--- config.mk ---
export PLATFORM = sky130hd
export DESIGN_NAME = datapath_sequencer
export DESIGN_NICKNAME = d
export VERILOG_FILES = /design/src/rtl/datapath_sequencer.sv
export SDC_FILE = /design/constraint.sdc
export NUM_CORES = 1
export LEC_CHECK = 0
export CORE_UTILIZATION = 36
export CTS_BUF_LIST = sky130_fd_sc_hd__clkbuf_2 sky130_fd_sc_hd__clkbuf_4 sky130_fd_sc_hd__clkbuf_8
export CTS_CLUSTER_DIAMETER = 100
export CTS_CLUSTER_SIZE = 10
export DETAILED_ROUTE_END_ITERATION = 10
export PLACE_DENSITY_LB_ADDON = 0.2
export SLEW_MARGIN = 20
export SYNTH_ARGS = -nofsm -noshare
export SYNTH_HDL_FRONTEND = slang
export SYNTH_SLANG_ARGS = --single-unit
--- constraint.sdc ---
create_clock -name clk -period 2.6 [get_ports clk]
set_input_delay 0.26 -clock clk [delete_from_list [all_inputs] [get_ports clk]]
set_output_delay 0.26 -clock clk [all_outputs]
set_load 0.05 [all_outputs]
--- src/rtl/datapath_sequencer.sv ---
// Instruction-level controller for the register-file/ALU/shifter datapath.
// Latches a 16-bit instruction and sequences every datapath control line through a Moore FSM.
module datapath_sequencer (
    input  logic        clk,
    input  logic        reset,
    input  logic        s,
    input  logic        load,
    input  logic [15:0] in,
    output logic        w,
    output logic        illegal,
    output logic [2:0]  readnum,
    output logic [2:0]  writenum,
    output logic        write,
    output logic [1:0]  vsel,
    output logic        loada,
    output logic        loadb,
    output logic        loadc,
    output logic        loads,
    output logic        asel,
    output logic        bsel,
    output logic [1:0]  shift,
    output logic [1:0]  ALUop,
    output logic [15:0] sximm8,
    output logic [15:0] sximm5,
    output logic [2:0]  o_dbg_state
);

    typedef enum logic [2:0] {
        S_WAIT      = 3'd0,
        S_DECODE    = 3'd1,
        S_GET_A     = 3'd2,
        S_GET_B     = 3'd3,
        S_EXEC      = 3'd4,
        S_EXEC_CMP  = 3'd5,
        S_WRITE_RD  = 3'd6,
        S_WRITE_IMM = 3'd7
    } state_t;

    state_t      r_state;
    state_t      w_next;
    logic [15:0] r_ir;

    // Instruction fields
    logic [2:0] w_opcode;
    logic [1:0] w_op;
    logic [2:0] w_rn;
    logic [2:0] w_rd;
    logic [2:0] w_rm;

    assign w_opcode = r_ir[15:13];
    assign w_op     = r_ir[12:11];
    assign w_rn     = r_ir[10:8];
    assign w_rd     = r_ir[7:5];
    assign w_rm     = r_ir[2:0];

    assign sximm8 = {{8{r_ir[7]}}, r_ir[7:0]};
    assign sximm5 = {{11{r_ir[4]}}, r_ir[4:0]};
    assign shift  = r_ir[4:3];

    logic w_is_mov_imm;
    logic w_is_mov_reg;
    logic w_is_alu;
    logic w_is_cmp;
    logic w_is_mvn;

    assign w_is_mov_imm = (w_opcode == 3'b110) && (w_op == 2'b10);
    assign w_is_mov_reg = (w_opcode == 3'b110) && (w_op == 2'b00);
    assign w_is_alu     = (w_opcode == 3'b101);
    assign w_is_cmp     = w_is_alu && (w_op == 2'b01);
    assign w_is_mvn     = w_is_alu && (w_op == 2'b11);

    // IR only loads in WAIT so it stays stable for the whole instruction.
    always_ff @(posedge clk) begin
        if (reset) begin
            r_state <= S_WAIT;
            r_ir    <= 16'h0000;
        end else begin
            r_state <= w_next;
            if ((r_state == S_WAIT) && load) begin
                r_ir <= in;
            end
        end
    end

    always_comb begin
        w_next = r_state;
        case (r_state)
            S_WAIT: begin
                if (s) w_next = S_DECODE;
            end
            S_DECODE: begin
                if (w_is_mov_imm)                 w_next = S_WRITE_IMM;
                else if (w_is_mov_reg || w_is_mvn) w_next = S_GET_B;
                else if (w_is_alu)                 w_next = S_GET_A;
                else                               w_next = S_WAIT;
            end
            S_GET_A:     w_next = S_GET_B;
            S_GET_B:     w_next = w_is_cmp ? S_EXEC_CMP : S_EXEC;
            S_EXEC:      w_next = S_WRITE_RD;
            S_EXEC_CMP:  w_next = S_WAIT;
            S_WRITE_RD:  w_next = S_WAIT;
            S_WRITE_IMM: w_next = S_WAIT;
            default:     w_next = S_WAIT;
        endcase
    end

    // Raw per-state controls, before the reset override.
    logic       w_illegal;
    logic [2:0] w_readnum;
    logic [2:0] w_writenum;
    logic       w_write;
    logic [1:0] w_vsel;
    logic       w_loada;
    logic       w_loadb;
    logic       w_loadc;
    logic       w_loads;
    logic       w_asel;
    logic [1:0] w_aluop;

    always_comb begin
        w_illegal  = 1'b0;
        w_readnum  = 3'd0;
        w_writenum = 3'd0;
        w_write    = 1'b0;
        w_vsel     = 2'b00;
        w_loada    = 1'b0;
        w_loadb    = 1'b0;
        w_loadc    = 1'b0;
        w_loads    = 1'b0;
        w_asel     = 1'b0;
        w_aluop    = 2'b00;
        case (r_state)
            S_DECODE: begin
                w_illegal = !(w_is_mov_imm || w_is_mov_reg || w_is_alu);
            end
            S_GET_A: begin
                w_readnum = w_rn;
                w_loada   = 1'b1;
            end
            S_GET_B: begin
                w_readnum = w_rm;
                w_loadb   = 1'b1;
            end
            S_EXEC: begin
                w_loadc = 1'b1;
                w_asel  = w_is_mov_reg;
                w_aluop = w_is_mov_reg ? 2'b00 : w_op;
            end
            S_EXEC_CMP: begin
                w_aluop = 2'b01;
                w_loads = 1'b1;
            end
            S_WRITE_RD: begin
                w_writenum = w_rd;
                w_write    = 1'b1;
            end
            S_WRITE_IMM: begin
                w_writenum = w_rn;
                w_vsel     = 2'b10;
                w_write    = 1'b1;
            end
            default: begin
                w_illegal = 1'b0;
            end
        endcase
    end

    // Reset masks controls in the same cycle so a pending write never lands.
    always_comb begin
        illegal  = w_illegal  & ~reset;
        readnum  = reset ? 3'd0  : w_readnum;
        writenum = reset ? 3'd0  : w_writenum;
        write    = w_write    & ~reset;
        vsel     = reset ? 2'b00 : w_vsel;
        loada    = w_loada    & ~reset;
        loadb    = w_loadb    & ~reset;
        loadc    = w_loadc    & ~reset;
        loads    = w_loads    & ~reset;
        asel     = w_asel     & ~reset;
        ALUop    = reset ? 2'b00 : w_aluop;
    end

    assign bsel        = 1'b0;
    assign w           = (r_state == S_WAIT);
    assign o_dbg_state = r_state;

endmodule

==> results of run 1 <==
## worst max-delay path, delay by kind of cell, from the launching register on
kind,cells,cell delay [ns]
buffers and inverters,1,0.83
flip-flops,1,0.46
AND/OR/NAND/NOR,1,0.23
## area by class of cell
| class | instances | area, um2 | area share, % |
|---|---|---|---|
| well taps | 44 | 55.1 | 2.89 |
| clock buffers | 3 | 22.5 | 1.18 |
| multi-input cells | 97 | 514 | 27.0 |
| clock inverters | 1 | 5.00 | 0.263 |
| flip-flops and latches | 19 | 380 | 20.0 |
| inverters | 3 | 11.3 | 0.592 |
| repair buffers | 76 | 913 | 48.0 |
## layer usage
metal / up-vias / part of all wire [%] / track usage [%]
li1: 558 / - / -
met1: 489 / 43 / 19.9
met2: 39 / 51 / 27.6
met3: 4 / 5.0 / 3.41
met4: 0 / 1.4 / 6.82
met5: - / 0 / 0
## logic make-up (layout without fill, tap and decap cells)
logic type                Yosys count  in the layout  share of synthesized area (%)
and+or+nand+nor                    67             67                           26.3
buffers and inverters              48             83                           28.2
AOI/OAI and AO/OA                  21             21                           8.97
DFF                                19             19                           30.6
muxes                               6              6                           4.84
other                               1              2                          0.302
xor gates and xnor gates            1              1                          0.706
## worst max-delay path by stage
stage / to / cells after the start / slack, ns / start
final: w / 2 / 0.53 / o_dbg_state[0]$_SDFFE_PP0P_
after global routing: w / 2 / 0.42 / o_dbg_state[0]$_SDFFE_PP0P_
after CTS: w / 2 / 0.51 / o_dbg_state[0]$_SDFFE_PP0P_
after detailed placement: asel / 5 / 0.57 / reset
after global placement: asel / 5 / 0.61 / reset
after floorplan: asel / 4 / 0.26 / o_dbg_state[1]$_SDFFE_PP0P_
## where the power goes
group / switching [mW] / internal [mW] / total [mW]
Sequential: 0.0213 / 0.307 / 0.328
Clock: 0.0916 / 0.0572 / 0.149
Combinational: 0.177 / 0.105 / 0.282
Total: 0.290 / 0.469 / 0.759
## per-stage QoR
stage               cell area [um2]  power [mW]  hold WS (ns)
detailed placement             1870       0.618         0.466
finish                         1900       0.759         0.479
floorplan                      1240       0.560         0.396
CTS                            1900       0.768         0.483
global placement               1870       0.615         0.461
global route                   1900       0.802         0.490
## flip-flops by register name, summed over array words and instances, names as in the netlist
signal	count
o_dbg_state	3
r_ir	16
## placed cells by master (no fill, tap or decap), types with 2 or more instances in the layout
| cell type | instances |
|---|---|
| inv_1 | 3 |
| o21ai_0 | 2 |
| clkdlybuf4s50_1 | 57 |
| nand2_1 | 37 |
| nand3_1 | 3 |
| a21oi_1 | 16 |
| mux2i_1 | 6 |
| conb_1 | 2 |
| nor2b_1 | 3 |
| buf_12 | 16 |
| and2_1 | 2 |
| buf_4 | 3 |
| nor3_1 | 2 |
| nor2_1 | 13 |
| clkbuf_4 | 3 |
| dfxtp_1 | 19 |
==> flow_metrics.py, run 1 <==
metrics = {
    "cts": {
        "clock_latency_ns": 0.30,
        "cts-resized-gates": 0,
        "cts_buffer_depth": 2,
        "cts.sink_count": 19,
        "postCtsSetupRepairBufs": 0,
        "cts_root_buffer": "clkbuf_4",
        "cts_tree": "yes",
        "cts_buffers": 3,
        "cts_hold_buf": 0,
        "htree_levels": 1,
        "clk_pin_slew_ns": 0.12,
    },
    "setup_path": {
        "rr_worst_depth": 3,
        "crit_type": "register to primary output",
        "crit_arrival_ns": 1.81,
        "cp-end-kind": "primary output",
        "slowest_stage": "clkdlybuf4s50_1",
        "r2r-end": "r_ir[8]$_SDFFE_PP0P_",
        "path_max_fanout": 12,
        "crit_chain": "nor3_1 > clkdlybuf4s50_1",
        "rrSetupSlack_ns": 1.15,
        "slowest_delay_ns": 0.83,
        "r2r-start": "o_dbg_state[0]$_SDFFE_PP0P_",
        "cp-start-kind": "register",
        "required_ns": 2.34,
    },
    "synthesis": {
        "netlist_top_cells_count": "buf_4, nand2_1, dfxtp_1",
        "ys_warn_count": 0,
        "post-synth-top-area-fraction_pct": 30.6,
        "synthArstFlopShare_pct": 0,
        "yosysSeqAreaShare_pct": 30.6,
        "avgSynthCellArea_um2": 7.61,
        "ys_types": 28,
        "yosys.area.top_type": "dfxtp_1",
        "synth_edf_count": 0,
        "ys_ff_latch": 19,
        "synth.area.top_cells": "dfxtp_1, buf_4, nand2_1",
        "synth_area_um2": 1240,
        "postSynthCellCount": 163,
        "synthFlopType": "dfxtp_1",
    },
    "sta": {
        "setup_slack_ns": 0.529,
        "finalCriticalPeriod_ns": 2.07,
        "layout_worst_path_cycle_share_pct": 79.6,
        "slew_headroom_pct": 65.7,
        "hold_viol": 0,
        "slew_violations": 0,
        "max_freq_ghz": 0.483,
        "tns_ns": 0,
        "worst_slew_pin_slew_ns": 0.513,
        "clock_skew_ns": 0.0117,
        "setup_viol": 0,
        "rsz0062_at_grt": "false",
    },
    "finish": {
        "fin_nets": 220,
        "antenna_cells_inserted": 0,
        "layout-drive-gt1-share_pct": 13.6,
        "finalNonFillerCells": 243,
        "area_delta_synth_final_pct": 53.2,
        "nFillCells": 292,
        "post-route-util_pct": 60.3,
    },
    "grt": {
        "grt_usage_pct": 16.2,
        "grt_pass1_wl_mm": 4.36,
        "grt_pass1_vias": 940,
        "grt_max_degree": 17,
        "gr-total-overflow": 0,
        "antenna_found_initial": 0,
    },
    "flow_run": {
        "maxCapViolCount": 0,
    },
    "place": {
        "io_buffers": 73,
        "pre_cts_ws_ns": 0.565,
        "place_hpwl_mm": 2.22,
        "gp_congestion": 0.788,
        "dp_cells": 239,
    },
    "floorplanning": {
        "die_area_um2": 3690,
        "die_h_um": 60.7,
        "start_util_pct": 39.4,
        "die_x_um": 60.7,
        "coreArea_um2": 3150,
        "ios": 76,
        "rows": 20,
    },
    "power_and_ir_drop": {
        "leakage_nw": 0.720,
        "p_per_area_nw_per_um2": 399,
        "vdd_drop_max_v": 0.000209,
    },
    "drt": {
        "via_per_inst": 4.49,
        "drc": 0,
        "wirelength_mm": 2.88,
        "vias": 1090,
        "first_iter_violations": 24,
        "wl_per_cell_um": 11.8,
        "firstDrtPassIters": 2,
        "postRouteAntennaNets": 0,
    },
    "hold_path": {
        "min_to": "r_ir[10]$_SDFFE_PP0P_",
        "min-delay-start": "r_ir[10]$_SDFFE_PP0P_",
        "hold_path_class": "register to register",
        "whs_path_depth": 2,
    },
    "outcome": {
        "status": "complete, no violations",
    },
}
Power figures use the tool's default switching activity.
==> inputs of run 2 (changes only) <==
==> constraint.sdc (replaced) <==
create_clock -name clk -period 2.1 [get_ports clk]
set_input_delay 0.21 -clock clk [delete_from_list [all_inputs] [get_ports clk]]
set_output_delay 0.21 -clock clk [all_outputs]
set_load 0.05 [all_outputs]
==> flow_metrics.py, run 2 (synthesis results as in run 1) <==
metrics = {
    "sta": {
        "worst_slew_pin_slew_ns": 0.513,
        "clock_skew_ns": 0.00955,
        "slew_violations": 0,
        "tns_ns": 0,
        "setup_viol": 0,
        "slew_headroom_pct": 65.7,
        "rsz0062_at_grt": "false",
        "layout_worst_path_cycle_share_pct": 95.1,
        "max_freq_ghz": 0.501,
        "finalCriticalPeriod_ns": 2.00,
        "hold_viol": 0,
        "setup_slack_ns": 0.103,
    },
    "drt": {
        "maxUsedRoutingLayer": "met4",
        "vias": 1098,
        "wl_met3_um": 180,
        "drt-met1-wl_mm": 1.26,
        "wirelength_mm": 3.02,
        "drc": 0,
        "via_per_inst": 4.50,
        "wl_per_cell_um": 12.4,
        "first_iter_violations": 30,
        "postRouteAntennaNets": 0,
        "firstDrtPassIters": 4,
        "dr_wl_met2_mm": 1.57,
    },
    "cts": {
        "cts_hold_buf": 0,
        "cts_tree": "yes",
        "cts_root_buffer": "clkbuf_4",
        "clk_pin_slew_ns": 0.11,
        "cts-resized-gates": 0,
        "htree_levels": 1,
        "cts.sink_count": 19,
        "postCtsSetupRepairBufs": 0,
        "cts_buffer_depth": 2,
        "clock_latency_ns": 0.29,
        "cts_buffers": 3,
    },
    "hold_path": {
        "min-delay-start": "in[14]",
        "min_to": "r_ir[14]$_SDFFE_PP0P_",
        "hold_path_class": "primary input to register",
        "whs_path_depth": 3,
    },
    "setup_path": {
        "crit_type": "register to primary output",
        "rrSetupSlack_ns": 0.68,
        "crit_arrival_ns": 1.79,
        "rr_worst_depth": 3,
        "required_ns": 1.89,
        "slowest_stage": "clkdlybuf4s50_1",
        "crit_chain": "clkdlybuf4s50_1",
        "crit_start": "o_dbg_state[1]$_SDFFE_PP0P_",
        "cp-end-kind": "primary output",
        "cp-start-kind": "register",
        "r2r-start": "o_dbg_state[2]$_SDFFE_PP0P_",
        "r2r-end": "r_ir[7]$_SDFFE_PP0P_",
        "slowest_delay_ns": 0.89,
        "path_max_fanout": 10,
        "crit_buf_inv": 1,
        "critical_path.top_delay_family": "buffers and inverters",
    },
    "grt": {
        "grt_pass1_wl_mm": 4.61,
        "grt_max_degree": 17,
        "antenna_found_initial": 0,
        "grt_pass1_vias": 1087,
        "gr-total-overflow": 0,
        "grt_usage_pct": 16.8,
    },
    "outcome": {
        "status": "complete, no violations",
    },
    "floorplanning": {
        "die_h_um": 60.7,
        "ios": 76,
        "rows": 20,
        "die_area_um2": 3690,
        "start_util_pct": 39.4,
        "die_x_um": 60.7,
        "coreArea_um2": 3150,
    },
    "place": {
        "pre_cts_ws_ns": 0.295,
        "gp_congestion": 0.824,
        "place_hpwl_mm": 2.38,
        "io_buffers": 73,
    },
    "flow_run": {
        "maxCapViolCount": 0,
    },
    "finish": {
        "area_delta_synth_final_pct": 54.6,
        "regArea_um2": 380,
        "antenna_cells_inserted": 0,
        "layout-drive-gt1-share_pct": 15.5,
        "layout_common_cells": "clkdlybuf4s50_1, nand2_1, dfxtp_1, a21oi_1, buf_12",
        "top_register": "r_ir",
        "nFillCells": 286,
        "fin_nets": 221,
        "layout_commonest_cell": "clkdlybuf4s50_1",
        "multi_input_area_um2": 524,
        "largest_reg_flops": 16,
    },
    "power_and_ir_drop": {
        "p_per_area_nw_per_um2": 489,
        "leakage_nw": 0.744,
        "vdd_drop_max_v": 0.000264,
    },
}
[run 2: area by class of cell]
type,instances,area share (%)
clock inverter,1,0.261
timing repair buffer,77,48.0
inverter,3,0.587
multi-input combinational,97,27.3
sequential,19,19.8
clock buffer,3,1.17
tap,44,2.87
[run 2: worst max path at each step]
stage	end	slack, ns	depth (start not counted)
after global routing	sximm8[4]	0.005	1
after floorplan	ALUop[1]	0.01	5
after global placement	ALUop[1]	0.36	6
after detailed placement	ALUop[1]	0.30	6
after CTS	sximm8[4]	0.07	1
final	o_dbg_state[1]	0.10	1
[run 2: through the flow]
step | cells | power (mW) | cell area [um2] | hold slack [ns] | util (%)
after floorplan | 164 | 0.694 | 1250 | 0.346 | -
after global placement | 240 | 0.764 | 1890 | 0.458 | 59.9
after detailed placement | 240 | 0.769 | 1890 | 0.463 | 59.9
after CTS | 244 | 0.945 | 1920 | 0.449 | 60.8
after global routing | 244 | 0.988 | 1920 | 0.437 | 60.9
final | 244 | 0.938 | 1920 | 0.445 | 60.9
[run 2: report_power, final]
part	total, mW	internal [mW]	switching, mW	leakage (nW)
combinational	0.353	0.131	0.222	0.571
sequential	0.406	0.380	0.0261	0.156
clock	0.179	0.0707	0.109	0.0177
[run 2: tightest hold or removal path, cell delays in order]
cell             delay (ns)
clkdlybuf4s50_1        0.39
nand2_1                0.05
a21oi_1                0.05
[run 2: layer usage]
metal / GRT usage (%) / vias to the layer above
met4: 5.19 / 0
li1: - / 560
met3: 2.56 / 2
met1: 19.4 / 498
met5: 0 / -
met2: 31.6 / 38
==> inputs of run 3 (changes only) <==
--- a/config.mk
+++ b/config.mk
@@ -11,6 +11,7 @@
 export CTS_CLUSTER_SIZE = 10
 export DETAILED_ROUTE_END_ITERATION = 10
 export PLACE_DENSITY_LB_ADDON = 0.2
+export REMOVE_ABC_BUFFERS = 1
 export SLEW_MARGIN = 20
 export SYNTH_ARGS = -nofsm -noshare
 export SYNTH_HDL_FRONTEND = slang
==> flow_metrics.py, run 3 (synthesis results as in run 1) <==
metrics = {
    "outcome": {
        "status": "complete, no violations",
    },
    "setup_path": {
        "r2r-start": "o_dbg_state[2]$_SDFFE_PP0P_",
        "crit_buf_inv": 1,
        "critical_path.top_delay_family": "buffers and inverters",
        "crit_start": "r_ir[4]$_SDFFE_PP0P_",
        "path_max_fanout": 15,
        "slowest_stage": "clkdlybuf4s50_1",
        "crit_type": "register to primary output",
        "cp-end-kind": "primary output",
        "required_ns": 1.89,
        "crit_arrival_ns": 1.76,
        "cp-start-kind": "register",
        "slowest_delay_ns": 0.89,
        "crit_chain": "clkdlybuf4s50_1",
    },
    "grt": {
        "antenna_found_initial": 0,
        "gr-total-overflow": 0,
        "grt_usage_pct": 17.2,
        "grt_pass1_vias": 1111,
        "grt_max_degree": 17,
        "grt_pass1_wl_mm": 4.77,
    },
    "finish": {
        "nFillCells": 290,
        "fin_nets": 221,
        "regArea_um2": 382,
        "largest_reg_flops": 16,
        "layout_common_cells": "clkdlybuf4s50_1, nand2_1, dfxtp_1, a21oi_1, buf_12",
        "area_delta_synth_final_pct": 53.7,
        "layout-drive-gt1-share_pct": 15.5,
        "multi_input_area_um2": 514,
        "antenna_cells_inserted": 0,
        "finalNonFillerCells": 244,
        "top_register": "r_ir",
        "layout_commonest_cell": "clkdlybuf4s50_1",
    },
    "sta": {
        "worst_slew_pin_slew_ns": 0.509,
        "max_freq_ghz": 0.508,
        "clock_skew_ns": 0.00192,
        "finalCriticalPeriod_ns": 1.97,
        "hold_viol": 0,
        "setup_slack_ns": 0.131,
        "slew_headroom_pct": 66.0,
        "slew_violations": 0,
        "tns_ns": 0,
        "rsz0062_at_grt": "false",
        "fin_hold_ws_ns": 0.460,
        "layout_worst_path_cycle_share_pct": 93.8,
        "setup_viol": 0,
    },
    "place": {
        "place_hpwl_mm": 2.25,
        "io_buffers": 73,
        "dp_cells": 240,
        "pre_cts_ws_ns": 0.279,
        "gp_congestion": 0.725,
    },
    "floorplanning": {
        "die_x_um": 60.7,
        "start_util_pct": 39.4,
        "die_area_um2": 3690,
        "die_h_um": 60.7,
        "ios": 76,
        "coreArea_um2": 3150,
        "rows": 20,
    },
    "drt": {
        "wl_per_cell_um": 11.7,
        "firstDrtPassIters": 4,
        "wirelength_mm": 2.85,
        "postRouteAntennaNets": 0,
        "first_iter_violations": 15,
        "via_per_inst": 4.59,
        "vias": 1119,
        "drc": 0,
    },
    "power_and_ir_drop": {
        "total_power_mw": 0.947,
        "p_per_area_nw_per_um2": 496,
        "vdd_drop_max_v": 0.000263,
        "leakage_nw": 0.728,
    },
    "cts": {
        "htree_levels": 1,
        "cts_buffers": 3,
        "cts_buffer_depth": 2,
        "cts.sink_count": 19,
        "postCtsSetupRepairBufs": 0,
        "clk_pin_slew_ns": 0.10,
        "clock_latency_ns": 0.28,
        "cts_root_buffer": "clkbuf_4",
        "cts_tree": "yes",
    },
    "hold_path": {
        "hold_path_class": "primary input to register",
        "min-delay-start": "in[9]",
    },
    "flow_run": {
        "maxCapViolCount": 0,
    },
}
run 3: cell types whose count changed in the layout (fill, tap and decap cells not counted), sizes merged:
cell / previous run / this run
buf: 21 / 22
clkbuf: 3 / 4
clkinv: 1 / 0
dlymetal6s2s: 1 / 0
run 3: area by class of cell:
| class | count | area share, % |
|---|---|---|
| sequential | 19 | 20.0 |
| tap | 44 | 2.89 |
| multi-input combinational | 97 | 27.0 |
| inverter | 3 | 0.590 |
| timing repair buffer | 77 | 48.0 |
| clock buffer | 4 | 1.57 |
run 3: repair_timing:
| action | in CTS | in global routing |
|---|---|---|
| resized for setup | 0 | 1 |
| endpoints found under the setup margin | 0 | 1 |
| hold buffers | 0 | 0 |
run 3: path summary, 6_finish.rpt:
check | cells after the start | slack [ns] | end
max reg2reg | 4 | 0.64 | r_ir[2]$_SDFFE_PP0P_
min reg2reg | 2 | 0.48 | r_ir[8]$_SDFFE_PP0P_
max | 1 | 0.13 | sximm5[11]
min | 3 | 0.46 | r_ir[9]$_SDFFE_PP0P_
run 3: metrics by stage:
stage,util (%),area [um2]
floorplan,-,906
CTS,60.5,1910
global route,60.5,1910
global placement,59.5,1880
detailed placement,59.5,1880
finish,60.5,1910
run 3: power breakdown:
group,switching [mW],total (mW),internal [mW]
logic,0.218,0.349,0.131
clock network,0.104,0.191,0.0865
registers,0.0270,0.407,0.380
total,0.349,0.947,0.597
run 3: metal layers:
metal / wire length (um) / part of all wire [%] / vias to the layer above / GRT usage (%)
met5: 0 / 0 / - / 0
met4: 24 / 0.84 / 0 / 4.55
met3: 291 / 10 / 2 / 4.26
met2: 1280 / 45 / 65 / 29.5
met1: 1260 / 44 / 490 / 21.5
li1: - / - / 562 / -
